<file path="src/rtl/alu_arbiter.sv">
// Round-robin arbiter sharing one ALU between N requesters; one operation in flight,
// registered operands to the ALU and a registered, backpressured response.
module alu_arbiter #(
   parameter int N  = 4,
   parameter int IW = $clog2(N)
) (
   input  logic            clk,
   input  logic            reset,
   input  logic [N-1:0]    req_valid,
   output logic [N-1:0]    req_ready,
   input  logic [N*32-1:0] req_a,
   input  logic [N*32-1:0] req_b,
   input  logic [N*5-1:0]  req_shamt,
   input  logic [N*4-1:0]  req_f,
   output logic [31:0]     alu_a,
   output logic [31:0]     alu_b,
   output logic [4:0]      alu_shamt,
   output logic [3:0]      alu_f,
   input  logic [31:0]     alu_y,
   input  logic            alu_zero,
   output logic            resp_valid,
   output logic [IW-1:0]   resp_id,
   output logic [31:0]     resp_y,
   output logic            resp_zero,
   input  logic            resp_ready
);

   typedef enum logic [1:0] {IDLE, EXEC, RESP} state_t;

   state_t        state_q, state_d;
   logic [IW-1:0] ptr_q, ptr_d;
   logic [IW-1:0] id_q, id_d;
   logic [31:0]   op_a_q, op_a_d;
   logic [31:0]   op_b_q, op_b_d;
   logic [4:0]    op_shamt_q, op_shamt_d;
   logic [3:0]    op_f_q, op_f_d;
   logic [31:0]   resp_y_q, resp_y_d;
   logic          resp_zero_q, resp_zero_d;

   logic [IW-1:0] win;
   logic          found;
   logic [IW:0]   idx;

   // Scan from ptr upward, wrapping modulo N; the first valid index wins.
   always_comb begin
      found = 1'b0;
      win   = '0;
      idx   = '0;
      for (int k = 0; k < N; k++) begin
         idx = {1'b0, ptr_q} + (IW+1)'(k);
         if (idx >= (IW+1)'(N)) idx = idx - (IW+1)'(N);
         if (!found && req_valid[idx[IW-1:0]]) begin
            found = 1'b1;
            win   = idx[IW-1:0];
         end
      end
   end

   assign req_ready = (state_q == IDLE && found) ? ({{(N-1){1'b0}}, 1'b1} << win) : '0;

   always_comb begin
      state_d     = state_q;
      ptr_d       = ptr_q;
      id_d        = id_q;
      op_a_d      = op_a_q;
      op_b_d      = op_b_q;
      op_shamt_d  = op_shamt_q;
      op_f_d      = op_f_q;
      resp_y_d    = resp_y_q;
      resp_zero_d = resp_zero_q;
      case (state_q)
         IDLE: begin
            if (found) begin
               op_a_d     = req_a[32*win +: 32];
               op_b_d     = req_b[32*win +: 32];
               op_shamt_d = req_shamt[5*win +: 5];
               op_f_d     = req_f[4*win +: 4];
               id_d       = win;
               ptr_d      = (win == IW'(N-1)) ? '0 : win + 1'b1;
               state_d    = EXEC;
            end
         end
         EXEC: begin
            resp_y_d    = alu_y;
            resp_zero_d = alu_zero;
            state_d     = RESP;
         end
         RESP: begin
            if (resp_ready) state_d = IDLE;
         end
         default: state_d = IDLE;
      endcase
   end

   always_ff @(posedge clk or negedge reset) begin
      if (!reset) begin
         state_q     <= IDLE;
         ptr_q       <= '0;
         id_q        <= '0;
         op_a_q      <= '0;
         op_b_q      <= '0;
         op_shamt_q  <= '0;
         op_f_q      <= '0;
         resp_y_q    <= '0;
         resp_zero_q <= 1'b0;
      end else begin
         state_q     <= state_d;
         ptr_q       <= ptr_d;
         id_q        <= id_d;
         op_a_q      <= op_a_d;
         op_b_q      <= op_b_d;
         op_shamt_q  <= op_shamt_d;
         op_f_q      <= op_f_d;
         resp_y_q    <= resp_y_d;
         resp_zero_q <= resp_zero_d;
      end
   end

   // Outside EXEC the ALU sees a no-op code (1111 -> y=0) so it stays quiescent.
   assign alu_a      = (state_q == EXEC) ? op_a_q     : '0;
   assign alu_b      = (state_q == EXEC) ? op_b_q     : '0;
   assign alu_shamt  = (state_q == EXEC) ? op_shamt_q : '0;
   assign alu_f      = (state_q == EXEC) ? op_f_q     : 4'b1111;

   assign resp_valid = (state_q == RESP);
   assign resp_id    = id_q;
   assign resp_y     = resp_y_q;
   assign resp_zero  = resp_zero_q;

endmodule

</file>
<file path="config.mk">
export PLATFORM = sky130hd
export DESIGN_NAME = alu_arbiter
export DESIGN_NICKNAME = d
export VERILOG_FILES = /design/src/rtl/alu_arbiter.sv
export SDC_FILE = /design/constraint.sdc
export NUM_CORES = 1
export LEC_CHECK = 0
export ABC_CLOCK_PERIOD_IN_PS = 7000
export BUFFER_PORTS_ARGS = -buffer_cell sky130_fd_sc_hd__buf_2
export CORE_AREA = 2 2 173 175
export CTS_BUF_LIST = sky130_fd_sc_hd__clkbuf_4
export DETAILED_ROUTE_END_ITERATION = 10
export DIE_AREA = 0 0 175 177
export GPL_TIMING_DRIVEN = 0
export HOLD_SLACK_MARGIN = 0.08
export PLACE_DENSITY = 0.59
export SETUP_SLACK_MARGIN = 0.02
export SLEW_MARGIN = 20
export SYNTH_ARGS = -nofsm -noshare
export SYNTH_HDL_FRONTEND = slang
export SYNTH_SLANG_ARGS = --single-unit
</file>
<file path="constraint.sdc">
create_clock -name clk -period 7 [get_ports clk]
set_input_delay 2.1 -clock clk [delete_from_list [all_inputs] [get_ports clk]]
set_output_delay 2.1 -clock clk [all_outputs]
set_load 0.01 [all_outputs]
</file>
**After elaboration in Yosys (flattened, before gate mapping)**

Cells that the tools add are included.

- Equality and inequality tests: 5
- $add $sub $neg: 8
- $mul: 1
- Order comparisons: 8
- Shift operators: 5
- Reduce and logical (&&, ||, !) cells: 10
- Muxes and demuxes: 29

Operators with widths:

| cell | count |
|---|---|
| $shiftx 128x8->32 | 2 |
| $mux 32 | 2 |
| $mux 2 | 11 |
| $shiftx 20x6->5 | 1 |
| $shiftx 16x5->4 | 1 |
| $lt 2x3->1 const B | 4 |
| $ge 3x3->1 const B | 3 |
| $bmux 1 s2 | 4 |
| $mux 1 | 8 |
| $mux 4 | 2 |
| $sub 2x1->2 const B | 4 |
| $add 2x2->3 const B | 2 |
| $pmux 2 s3 | 1 |
| $mul 3x2->5 const A | 1 |
| $mux 5 | 1 |
| $eq 2x2->1 const B | 2 |
| $logic_and 1x1->1 | 4 |
| $reduce_and 2->1 | 2 |
| $shl 1x2->4 const A | 1 |
| $add 2x1->3 const B | 1 |
| $ge 2x3->1 const B | 1 |
| $logic_not 1->1 | 3 |
| $add 2x1->2 const B | 1 |
| $eq 2x1->1 const B | 1 |
| 3 further kinds | 3 |

- Input bits: 332
- Logic and storage cells: 75
- Flip-flop bits (word level): 112
- Output and inout bits: 113

**Longest topological paths before layout**

- Word-level depth: 16
- Mapped depth: 8
- Gate-level depth less buffers: 5

**Worst setup path before layout**

Ideal clock, no wire load.

- Kind: input-to-output
- From: input req_valid[2]
- To: output req_ready[1]
- Path buffers: 2
- Data required time: 4900 ps
- Setup slack: 1604 ps
- Arrival: 3296 ps
- Stages: 7
- Cells stage by stage: nor2b_1 > a21boi_1 > o32ai_2 > nand2_1 > buf_2 > buf_4 > nor2_1

- Cells in the longest elaborated chain, start to end: 14
- Elaborated cells on any way between the ends: 25
- Classes of those cells: 1 x shift; 17 x mux; 7 x reduce/logical

RTL lines:

| element | line | source |
|---|---|---|
| from (decl) | 9 | `input logic [N-1:0] req_valid,` |
| $bmux 1 s2 | 52 | `if (!found && req_valid[idx[IW-1:0]]) begin` |
| $mux 1 (implied by the code) | 52 |  |
| $mux 1 | 52 |  |
| $logic_not 1->1 | 52 |  |
| $logic_and 1x1->1 | 52 |  |
| $mux 1 | 52 |  |
| $logic_not 1->1 | 52 |  |
| $logic_and 1x1->1 | 52 |  |
| $mux 1 | 52 |  |
| $logic_not 1->1 | 52 |  |
| $logic_and 1x1->1 | 52 |  |
| $mux 2 or $mux 1 (tied branches) | 52 |  |
| $shl 1x2->4 or $logic_and 1x1->1 (tied branches) | 59 | `assign req_ready = (state_q == IDLE && found) ? ({{(N-1){1'b0}}, 1'b1} << win) : '0;` |
| $mux 4 (*) | 59 |  |
| to (decl) | 10 | `output logic [N-1:0] req_ready,` |

Every way passes the cells marked *; elsewhere a longest branch is shown, timed or not. The select of a mux whose other input is x is not followed.

**Worst setup path after layout**

- From: input req_valid[3]
- To: output req_ready[1]

The elaborated chain is that of the path after synthesis.

==> results.md <==
- Status: finished, final reports clean
- Most common cell in the synthesized netlist: mux2i_1
- HPWL after DPL: 22000 um
- Starting DRT DRC Count: 242
- IO buf count: 444
- Critical path type: input pin to primary output
- Area leader, netlist: dfrtp_1
- DRC viols: 0
- Die area: 31000 um2
- Tmin final: 6130 ps
- Fin crit share: 87.6%
- Root buffer cell: clkbuf_4
- RSZ-0062 raised after global routing: false
- Gpl congestion: 0.829
- WL per Instance: 18.9 um
- Post CTS Setup Buffer Count: 0
- Average size of a mapped cell: 11.2 um2
- Post-Layout Inst Area: 9570 um2
- VDD IR max: 0.161 mV
- Die Ht: 177 um
- Crit path DAT: 4030 ps
- Synth Flop Type: dfrtp_1
- Post-Layout Cell Count: 1450
- Count of cell types in the netlist: 28
- Ys Warns: 0
- First-pass GRT wire length: 40500 um
- Share of post-route cells with drive strength above 1: 52.1%
- Largest net degree at the start of global routing: 59
- DRT Pass-1 Iters: 4
- Crit path required time: 4900 ps
- Peak Freq: 0.163 GHz
- Setup crit end kind: primary output
- Final Max Slew Viols: 0
- Area occupied by multi-input gates: 3530 um2
- Post-CTS Hold Buffers: 0
- Power per cell area: 391 nW/um2
- Die width: 175 um
- Row cnt: 63
- Vias in the first global route: 6910
- H-tree depth: 3
- Final nets: 1385
- Hold Crit Class: register to register
- Reg2Reg Setup Slack: 4730 ps
- Vias per cell: 4.48
- CTS sink cnt: 112
- P_leak: 5.10 nW
- Final Core Density: 32.7%
- Clock buffer count from CTS: 9
- Final hold vios: 0
- Setup TNS: 0 ps
- Critical path launch point type: input pin
- Worst-Skew Late Latency: 510 ps
- Cells after Synth: 597
- DP Cell Count: 1432
- Layout fillers: 3088
- Top-Level Pins: 445
- Tot GR Track Use: 17.3%
- Post-cts resize count: 0
- Synth top area share: 42.1%
- Synthesized net count: 929
- Synth Register Bits: 112
- Clock skew: 31.0 ps
- Initial antenna violation count: 4
- Final wirelength: 27300 um
- Clk buf depth: 2
- Syn Std Cell Area: 6660 um2
- Sequential share of the synthesized area: 42.1%
- Max-cap viol count: 0
- EDFF count, synth: 0
- CTS tree: yes
- Asr flop ratio synth: 100%
- Syn-to-layout area delta: 43.6%
- Clock-pin slew on the worst setup and hold paths: 200 ps
- Slew margin rel.: 46.7%
- Worst slew pin tran: 795 ps
- CP max FO: 10
- GRT overflow: 0
- Final Setup Violations: 0
- Synth top cells by count: 146 x mux2i_1, 112 x dfrtp_1, 77 x nand2_1
- Synth top area cells: dfrtp_1 42%, mux2i_1 22%, o221ai_1 6.8%
- Post-place instance area: 9410 um2
- FF/Latch Area: 2800 um2
- Core ar.: 29200 um2
- Via Count: 6498
- DRT antenna net count: 0
- Initial Util: 22.8%
==> layout make-up <==
cell class	count	area share, %
Multi-Input combinational cell	429	36.9
Sequential cell	112	29.3
Timing Repair Buffer	445	23.6
Tap cell	390	5.10
Buffer	53	3.33
Clock inverter	7	0.928
Clock buffer	9	0.706
Inverter	3	0.131
Antenna cell	2	0.0523
==> final timing paths <==
check,start,endpoint,cells past startpoint
min,op_a_q[8]$_DFFE_PN0P_,op_a_q[8]$_DFFE_PN0P_,2
min reg2reg,op_a_q[8]$_DFFE_PN0P_,op_a_q[8]$_DFFE_PN0P_,2
min in group asynchronous,reset,resp_y[24]$_DFFE_PN0N_,1
max in group asynchronous,reset,op_a_q[6]$_DFFE_PN0P_,2
max reg2reg,ptr_q[0]$_DFFE_PN0P_,op_b_q[4]$_DFFE_PN0P_,7
max,req_valid[3],req_ready[1],10
==> routing by layer <==
| metal | vias to the layer above | part of all wire, % | GRT usage [%] |
|---|---|---|---|
| li1 | 3094 | - | - |
| met1 | 3082 | 40 | 20.1 |
| met2 | 292 | 52 | 31.7 |
| met3 | 28 | 6.9 | 4.12 |
| met4 | 2 | 1.9 | 4.65 |
| met5 | - | 0.048 | 0 |
==> stage by stage <==
stage | setup WS, ps | total power [W] | hold slack [ps]
after global routing | 632 | 0.00406 | 526
after CTS | 740 | 0.00383 | 510
after floorplan | 1600 | 0.00258 | 447
after detailed placement | 743 | 0.00345 | 463
final | 868 | 0.00374 | 504
after global placement | 712 | 0.00341 | 457
==> flip-flops by register name, indices dropped and copies added (netlist names) <==
register / cells
op_a_q: 32
op_shamt_q: 5
resp_id: 2
resp_zero: 1
resp_y: 32
ptr_q: 2
state_q: 2
op_b_q: 32
op_f_q: 4
==> cells by family (layout without fill, tap and decap cells) <==
| group | count (synthesis) | after routing | share of synthesized area [%] |
|---|---|---|---|
| mux | 179 | 179 | 27.5 |
| simple gates | 167 | 167 | 12.6 |
| flops | 112 | 112 | 42.1 |
| compound gates | 82 | 82 | 12.7 |
| buf+inv | 56 | 517 | 4.98 |
| xor+xnor | 1 | 1 | 0.131 |
| other cells | 0 | 2 | 0 |
==> critical path: stages <==
cell and delay, ps:
buf_2 130, nor4_1 260, or3_1 130, buf_2 300
clkinv_2 130, nand2_1 120, buf_2 330, buf_4 280
nor2_1 60, buf_2 170
==> placed cells by master (no fill, tap or decap), types with 19 or more instances in the layout <==
| cell type | count |
|---|---|
| buf_2 | 452 |
| clkbuf_1 | 19 |
| o221ai_1 | 52 |
| dfrtp_1 | 112 |
| o221ai_2 | 22 |
| mux2i_1 | 146 |
| buf_4 | 19 |
| and2_1 | 69 |
| mux2_2 | 33 |
| nand2_1 | 77 |
==> power breakdown <==
group / leakage [nW] / total, W / switching [W] / internal, W
clock: 0.0833 / 0.000364 / 0.000274 / 0.0000899
combinational: 3.66 / 0.00224 / 0.00125 / 0.000990
sequential: 1.36 / 0.00114 / 0.000166 / 0.000975
total: 5.10 / 0.00374 / 0.00169 / 0.00206
Power figures use the tool's default switching activity.
